<file path="src/rtl/i2c_cmd_queue_if.sv">
`default_nettype none
// ---------------------------------------------------------------------------
// i2c_cmd_queue_if : command handshake between the key/switch queue and the
//                    I2C master (valid/ready plus {rw, reg, data} payload).
// Revision: 1.0
// ---------------------------------------------------------------------------
interface i2c_cmd_queue_if #(
  parameter int DATA_W = 8
);
  logic              cmd_valid;
  logic              cmd_ready;
  logic              cmd_rw;
  logic [DATA_W-1:0] cmd_reg;
  logic [DATA_W-1:0] cmd_data;

  modport master (
    output cmd_valid,
    output cmd_rw,
    output cmd_reg,
    output cmd_data,
    input  cmd_ready
  );

  modport slave (
    input  cmd_valid,
    input  cmd_rw,
    input  cmd_reg,
    input  cmd_data,
    output cmd_ready
  );
endinterface
`default_nettype wire

</file>
<file path="src/rtl/i2c_cmd_queue.sv">
`default_nettype none
// ---------------------------------------------------------------------------
// i2c_cmd_queue : debounced board keys stage reg/data from the switches and
//                 push {rw, reg, data} commands into a FIFO for the I2C master.
// Revision: 1.0
// ---------------------------------------------------------------------------
module i2c_cmd_queue #(
  parameter int DATA_W          = 8,
  parameter int DEPTH           = 4,
  parameter int DEBOUNCE_CYCLES = 50000
) (
  input  wire logic                         clk,
  input  wire logic                         reset,
  input  wire logic [DATA_W:0]              sw,
  input  wire logic [2:0]                   keys_n,
  i2c_cmd_queue_if.master                   cmd,
  output logic      [$clog2(DEPTH+1)-1:0]   level,
  output logic                              full,
  output logic                              overflow
);

  localparam int c_CNT_W = $clog2(DEBOUNCE_CYCLES);
  localparam int c_PTR_W = $clog2(DEPTH);
  localparam int c_LVL_W = $clog2(DEPTH+1);
  localparam int c_ENT_W = 2*DATA_W + 1;
  localparam logic [c_CNT_W-1:0] c_CNT_MAX = c_CNT_W'(DEBOUNCE_CYCLES - 1);
  localparam logic [c_LVL_W-1:0] c_LVL_FULL = c_LVL_W'(DEPTH);

  // w_press[0]=push, [1]=load data, [2]=load reg
  logic [2:0] w_press;

  for (genvar k = 0; k < 3; k++) begin : g_key
    logic               r_sync1;
    logic               r_sync2;
    logic               r_stable;
    logic               r_stable_d;
    logic               r_press;
    logic [c_CNT_W-1:0] r_cnt;

    // Idle level of every stage is "released" so a key held through reset
    // is debounced afresh and reported once afterwards.
    always_ff @(posedge clk) begin
      if (reset) begin
        r_sync1    <= 1'b1;
        r_sync2    <= 1'b1;
        r_stable   <= 1'b1;
        r_stable_d <= 1'b1;
        r_press    <= 1'b0;
        r_cnt      <= '0;
      end else begin
        r_sync1    <= keys_n[k];
        r_sync2    <= r_sync1;
        r_stable_d <= r_stable;
        r_press    <= r_stable_d & ~r_stable;
        if (r_sync2 == r_stable) begin
          r_cnt <= '0;
        end else if (r_cnt == c_CNT_MAX) begin
          r_stable <= r_sync2;
          r_cnt    <= '0;
        end else begin
          r_cnt <= r_cnt + c_CNT_W'(1);
        end
      end
    end

    assign w_press[k] = r_press;
  end

  logic [DATA_W-1:0]  r_stage_reg;
  logic [DATA_W-1:0]  r_stage_data;
  logic [c_ENT_W-1:0] r_mem [DEPTH];
  logic [c_PTR_W-1:0] r_wr_ptr;
  logic [c_PTR_W-1:0] r_rd_ptr;
  logic [c_LVL_W-1:0] r_level;
  logic               r_overflow;

  logic w_valid;
  logic w_full;
  logic w_pop;
  logic w_wr_en;

  assign w_valid = (r_level != '0);
  assign w_full  = (r_level == c_LVL_FULL);
  assign w_pop   = w_valid & cmd.cmd_ready;
  // A pop in the same cycle frees the slot the push needs, so full only blocks a lone push.
  assign w_wr_en = w_press[0] & (~w_full | w_pop);

  always_ff @(posedge clk) begin
    if (reset) begin
      r_stage_reg  <= '0;
      r_stage_data <= '0;
      r_wr_ptr     <= '0;
      r_rd_ptr     <= '0;
      r_level      <= '0;
      r_overflow   <= 1'b0;
      for (int i = 0; i < DEPTH; i++) begin
        r_mem[i] <= '0;
      end
    end else begin
      if (w_press[1]) r_stage_data <= sw[DATA_W:1];
      if (w_press[2]) r_stage_reg  <= sw[DATA_W:1];
      if (w_wr_en) begin
        r_mem[r_wr_ptr] <= {sw[0], r_stage_reg, r_stage_data};
        r_wr_ptr        <= r_wr_ptr + c_PTR_W'(1);
      end
      if (w_pop) r_rd_ptr <= r_rd_ptr + c_PTR_W'(1);
      case ({w_wr_en, w_pop})
        2'b10:   r_level <= r_level + c_LVL_W'(1);
        2'b01:   r_level <= r_level - c_LVL_W'(1);
        default: r_level <= r_level;
      endcase
      if (w_press[0] & w_full & ~w_pop) r_overflow <= 1'b1;
    end
  end

  assign cmd.cmd_valid = w_valid;
  assign {cmd.cmd_rw, cmd.cmd_reg, cmd.cmd_data} = r_mem[r_rd_ptr];
  assign level    = r_level;
  assign full     = w_full;
  assign overflow = r_overflow;

endmodule
`default_nettype wire

</file>
<file path="src/flat_wrapper.sv">
// flat-port wrapper written by rule: the top's interface ports become plain ports
module i2c_cmd_queue_flat 
#(
  parameter int DATA_W          = 8,
  parameter int DEPTH           = 4,
  parameter int DEBOUNCE_CYCLES = 50000
)
  (clk, reset, sw, keys_n, level, full, overflow, cmd_cmd_valid, cmd_cmd_rw, cmd_cmd_reg, cmd_cmd_data, cmd_cmd_ready);
  i2c_cmd_queue_if #(.DATA_W(DATA_W)) cmd_i ();
  input  wire logic clk;
  input  wire logic reset;
  input  wire logic [DATA_W:0] sw;
  input  wire logic [2:0] keys_n;
  output logic      [$clog2(DEPTH+1)-1:0] level;
  output logic full;
  output logic overflow;
  output wire logic [$bits(cmd_i.cmd_valid)-1:0] cmd_cmd_valid;
  output wire logic [$bits(cmd_i.cmd_rw)-1:0] cmd_cmd_rw;
  output wire logic [$bits(cmd_i.cmd_reg)-1:0] cmd_cmd_reg;
  output wire logic [$bits(cmd_i.cmd_data)-1:0] cmd_cmd_data;
  input wire logic [$bits(cmd_i.cmd_ready)-1:0] cmd_cmd_ready;
  assign cmd_cmd_valid = cmd_i.cmd_valid;
  assign cmd_cmd_rw = cmd_i.cmd_rw;
  assign cmd_cmd_reg = cmd_i.cmd_reg;
  assign cmd_cmd_data = cmd_i.cmd_data;
  assign cmd_i.cmd_ready = cmd_cmd_ready;
  i2c_cmd_queue #(.DATA_W(DATA_W), .DEPTH(DEPTH), .DEBOUNCE_CYCLES(DEBOUNCE_CYCLES)) u_core (.clk(clk), .reset(reset), .sw(sw), .keys_n(keys_n), .cmd(cmd_i), .level(level), .full(full), .overflow(overflow));
endmodule
</file>
<file path="config.mk">
export PLATFORM = sky130hd
export DESIGN_NAME = i2c_cmd_queue_flat
export DESIGN_NICKNAME = d
export VERILOG_FILES = /design/src/rtl/i2c_cmd_queue_if.sv /design/src/rtl/i2c_cmd_queue.sv /design/src/flat_wrapper.sv
export SDC_FILE = /design/constraint.sdc
export NUM_CORES = 1
export LEC_CHECK = 0
export BUFFER_PORTS_ARGS = -buffer_cell sky130_fd_sc_hd__buf_2
export CAP_MARGIN = 20
export CORE_MARGIN = 2
export CORE_UTILIZATION = 50
export DETAILED_ROUTE_END_ITERATION = 8
export GPL_TIMING_DRIVEN = 0
export HOLD_SLACK_MARGIN = 0.08
export PLACE_DENSITY = 0.7
export SYNTH_ARGS = -nofsm -noshare
export SYNTH_HDL_FRONTEND = slang
export SYNTH_SLANG_ARGS = --single-unit
</file>
<file path="constraint.sdc">
create_clock -name clk -period 4.1 [get_ports clk]
set_clock_uncertainty 0.2 [all_clocks]
set_input_delay 0.205 -clock clk [delete_from_list [all_inputs] [get_ports clk]]
set_output_delay 0.205 -clock clk [all_outputs]
set_load 0.02 [all_outputs]
</file>
== Word-level counts from Yosys, hierarchy flattened ==
Memory sizes are Yosys's and may differ from the RTL's. A register that Yosys moved wholly into a read port is not among the register bits.
Cells that the tools add are included.

* Bits in latches: 0
* Register bits: 87
* Input bits: 15
* RAM bits: 68
* Memories kept: 1
* Output and inout bits: 23
* Memory bits (read-only): 0

* Reductions and logical operators: 9
* Equality and inequality tests: 9
* Mux-type cells: 11
* Divide/modulo/power cells: 0
* Order comparisons: 0
* Shift operators: 0
* Add/sub/neg operators: 7
* Bitwise logic cells: 16
* Multiply operators: 0

{| class="wikitable"
|+ Memories
! memory !! words !! width !! rd ports !! clocked after Yosys merged registers in !! wr ports !! RTL line !! RTL
|-
| u_core.r_mem || 4 || 17 || 1 || 1 || 4 || i2c_cmd_queue.sv:71 || <nowiki>logic [c_ENT_W-1:0] r_mem [DEPTH];</nowiki>
|}

{| class="wikitable"
|+ Operator list
! operator !! count
|-
| 16-bit by 1-bit adder with 16-bit output (second input constant) || 3
|-
| 16-bit == test (second input constant) || 3
|-
| 17-bit two-way mux || 1
|-
| 17-bit OR reduction || 1
|-
| 3-bit OR reduction || 3
|-
| 1-bit NOT || 8
|-
| 1-bit AND || 7
|-
| 1-bit two-way mux || 6
|-
| 2-bit two-way mux || 3
|-
| 3-bit case mux with 2 select lines || 1
|-
| 2-bit AND reduction || 3
|-
| 2-bit by 1-bit adder with 2-bit output (second input constant) || 2
|-
| 3-bit by 1-bit adder with 3-bit output (second input constant) || 1
|-
| 1-bit == test || 3
|-
| 3-bit == test (second input constant) || 1
|-
| 3-bit nonzero test || 1
|-
| 3-bit by 1-bit subtractor with 3-bit output (second input constant) || 1
|-
| 2-bit by 1-bit == test with 1-bit output (second input constant) || 1
|-
| 2-bit == test (second input constant) || 1
|-
| 2-bit nonzero test || 1
|-
| 1-bit OR || 1
|}

== Longest topological paths before layout ==
* Depth in word-level cells: 9
* Gate-level depth with buffers: 8
* Mapped depth without buffers: 7

== Least setup slack after synthesis ==
Ideal clock, no wire load.

* Path kind: register to register
* Start point: reg u_core.r_level[0] (netlist: u_core.level[0])
* End point: mem u_core.r_mem[2][0] (netlist name), enable pin
* Slack: 1.340 ns
* Required time: 3.485 ns
* Cell stages (with the launch flop): 4
* Library setup time: 0.415 ns
* Data arrival time: 2.145 ns
* Cells stage by stage: dfxtp_1 > nor4b_4 > nand2b_4 > o21ai_0

{| class="wikitable"
|+ RTL lines
! what !! RTL line !! RTL
|-
| start: declaration || i2c_cmd_queue.sv:74 || <nowiki>logic [c_LVL_W-1:0] r_level;</nowiki>
|-
| start signal: assignment || i2c_cmd_queue.sv:108 || <nowiki>2'b10: r_level <= r_level + c_LVL_W'(1);</nowiki>
|-
| start signal: assignment || i2c_cmd_queue.sv:109 || <nowiki>2'b01: r_level <= r_level - c_LVL_W'(1);</nowiki>
|-
| start signal: assignment || i2c_cmd_queue.sv:110 || <nowiki>default: r_level <= r_level;</nowiki>
|-
| end: declaration || i2c_cmd_queue.sv:71 ||
|}

==> metrics.cfg <==
[detailed_routing]
postRouteAntennaNets=0
viasPerCell=5.16
vias=4208
drt-total-wl_mm=12.2
drt-pass1-iter-count=4
drcViolationCount=0
wl_per_cell_um=14.9
drt_iter0_drc=297

[placement]
numPortBuffers=36
dpl_worst_slack_ps=1470
dp_hpwl_mm=8.19
gp_congestion=0.798
dpl.cell_count=770

[die]
die_x_um=119
row_count=41
pin_count=38
core-area_um2=12800
initial_core_util_pct=51.7
die_h_um=119
dieArea_um2=14100

[cells_and_area]
fin_util_pct=60.7
reg.largest.list=u_core.r_mem (68), u_core.g_key.r_cnt (48)
final_nets=649
regMostFlops=u_core.r_mem
diodes=0
area_growth_pct=17.4
largest_reg_flops=68
drive_above_1_share_pct=17.7
stdcell_count=815
fillers=996

[global_routing]
antenna_found_initial=0
first_global_vias=4201
grt_max_degree=18
grt_overflow=0
grt_pass1_wl_mm=20.2
grtUsageTotal_pct=18.1

[power_and_ir_drop]
power_frac_seq_pct=51.1
comb_power_share_pct=2.7
internal_power_mw=2.59
ir_drop_mv=0.263
clkPwrFrac_pct=46.2
sw_frac_of_total_pct=20.7
p_switching_uw=677
power_density_nw_per_um2=422
p_leak_nw=2.65

[sta]
tightest_slew_ps=866
hold_viol=0
setup_ws_ps=1400
rsz0062_at_grt=no
fin_setup_tns_ps=0
max_freq_mhz=370
setup_viol=0
relSlewSlack_pct=42.3
fin_crit_ps=2700
period_share_pct=65.9
slew_violations=0

[status]
status=completed

[clocking]
cts_tree=yes
clock_sinks=157
post_cts_resized=0
cts_buffer_depth=2
cts.clk_slew.worst_paths_ps=60
clk_latency_ps=420
clockRootBuffer=clkbuf_16
cts_buffers=17
htreeDepth=4

[critical_path]
critical_path_class=reg2out
critPathRequiredTime_ps=3690
worst-path-max-fanout=10
start_kind=register
arrival_ps=2300
endpoint_kind=primary output

[synthesis]
synth_area_leaders=edfxtp_1 (31%), dfxtp_1 (27%), and2_1 (6.7%), mux4_2 (5.8%), xnor2_1 (5.2%)
syn_area_per_cell_um2=11.8
synth_edf_count=68
ys_async_sr_fraction_pct=0
synth-seq-area-share_pct=57.9
ys_seq_elements=157
synth_area_leader_cell=edfxtp_1
netlist_area_um2=6600
ys_types=44
synth_fp_nets=579
yosys_warnings=0
synth_ff_type=dfxtp_1
synthDominantCellAreaShare_pct=30.9
synth_cells=560

[flow_run]
max-cap-violations=0

[worst_hold_path]
hold_class=in2reg

[worst max-delay path, stage by stage (launching register included)]
cell and delay (ps):
dfxtp_1 300, buf_1 400, clkbuf_1 560, mux4_2 430, buf_2 180
[final timing paths]
check | from | to | slack (ps) | depth (start not counted)
worst min register to register | u_core.g_key[2].r_stable_d$_SDFF_PP1_ | u_core.g_key[2].r_press$_SDFF_PP0_ | 210 | 2
worst max-delay path | register | cmd_cmd_reg[1] | 1400 | 4
worst min-delay path | reset | u_core.r_mem[0][5]$_SDFFCE_PN0P_ | 100 | 3
worst max register to register | u_core.level[0]$_SDFFE_PP0P_ | u_core.r_mem[0][13]$_SDFFCE_PN0P_ | 1510 | 4
[cell usage in the layout (no fill, tap or decap), types with 10 or more instances in the layout]
master	Yosys	layout
and2_1	71	71
buf_2	8	44
clkbuf_1	9	10
clkbuf_16	0	17
dfxtp_1	89	89
dlygate4sd3_1	0	13
edfxtp_1	68	68
inv_1	17	17
mux2i_1	16	16
mux4_2	17	17
nand2_1	15	15
nand3_1	21	21
nand4_1	12	12
nor2_1	80	80
nor3_1	13	13
nor4_1	14	14
xnor2_1	39	39
xor2_1	12	12
[cell usage after synthesis (2+ instances only)]
cell,n
o21ai_0,2
mux4_2,17
a21oi_1,3
o211ai_1,2
clkbuf_1,9
nand4_1,12
ha_1,3
and2_1,71
o2111ai_1,2
nor4bb_1,6
nor4_4,2
and3_1,6
nor2_1,80
nand2_1,15
nand3_1,21
inv_1,17
nor3_1,13
xor2_1,12
or2_2,9
edfxtp_1,68
nand2b_1,2
buf_6,3
nor4b_1,3
xnor2_1,39
nor4_1,14
mux2i_1,16
buf_2,8
dfxtp_1,89
[layer usage]
metal	part of all wire (%)	global-route usage (%)	wire length, µm	up-vias
met1	44	21.4	5330	2028
met2	52	32.2	6360	58
met5	0	0	0	-
li1	-	-	-	2110
met3	2.7	3.74	325	12
met4	1.2	7.22	148	0
[final cells by class]
type / instances / area (µm²) / area share (%)
Buffer: 21 / 111 / 1.44
Sequential cell: 157 / 3820 / 49.3
Multi-Input combinational cell: 365 / 2620 / 33.8
Timing Repair Buffer: 51 / 340 / 4.39
Clock inverter: 14 / 145 / 1.87
Inverter: 17 / 63.8 / 0.824
Clock buffer: 18 / 429 / 5.54
Tap cell: 172 / 215 / 2.78
[timing repair]
| item | 4_1_cts | 5_1_grt |
|---|---|---|
| setup buffers | 0 | 0 |
| hold buffers | 13 | 0 |
| hold endpoints to repair | 27 | 0 |
[power groups by stage]
stage,logic (mW),clock network [mW],registers (mW)
floorplan,0.0464,0,1.70
global placement,0.0751,0,1.70
detailed placement,0.0807,0,1.71
CTS,0.0903,1.54,1.67
global route,0.0952,1.60,1.67
finish,0.0888,1.51,1.67
[per-stage QoR]
step / power (mW) / cell area (µm²) / hold WS, ps
2_1_floorplan: 1.75 / 6600 / 109
3_3_place_gp: 1.78 / 7000 / 192
3_5_place_dp: 1.79 / 7040 / 192
4_1_cts: 3.30 / 7750 / 90.8
5_1_grt: 3.37 / 7750 / 106
6_report: 3.27 / 7750 / 101
[cell families after synthesis]
logic type               share of synthesized area [%]
adder cells (fa/ha/maj)                          0.872
flip-flops                                        57.9
buffers and inverters                             2.65
AND/OR/NAND/NOR                                   22.1
AO/OA/AOI/OAI                                     1.44
XOR/XNOR                                          6.77
multiplexers                                      8.23
Power figures use the tool's default switching activity.
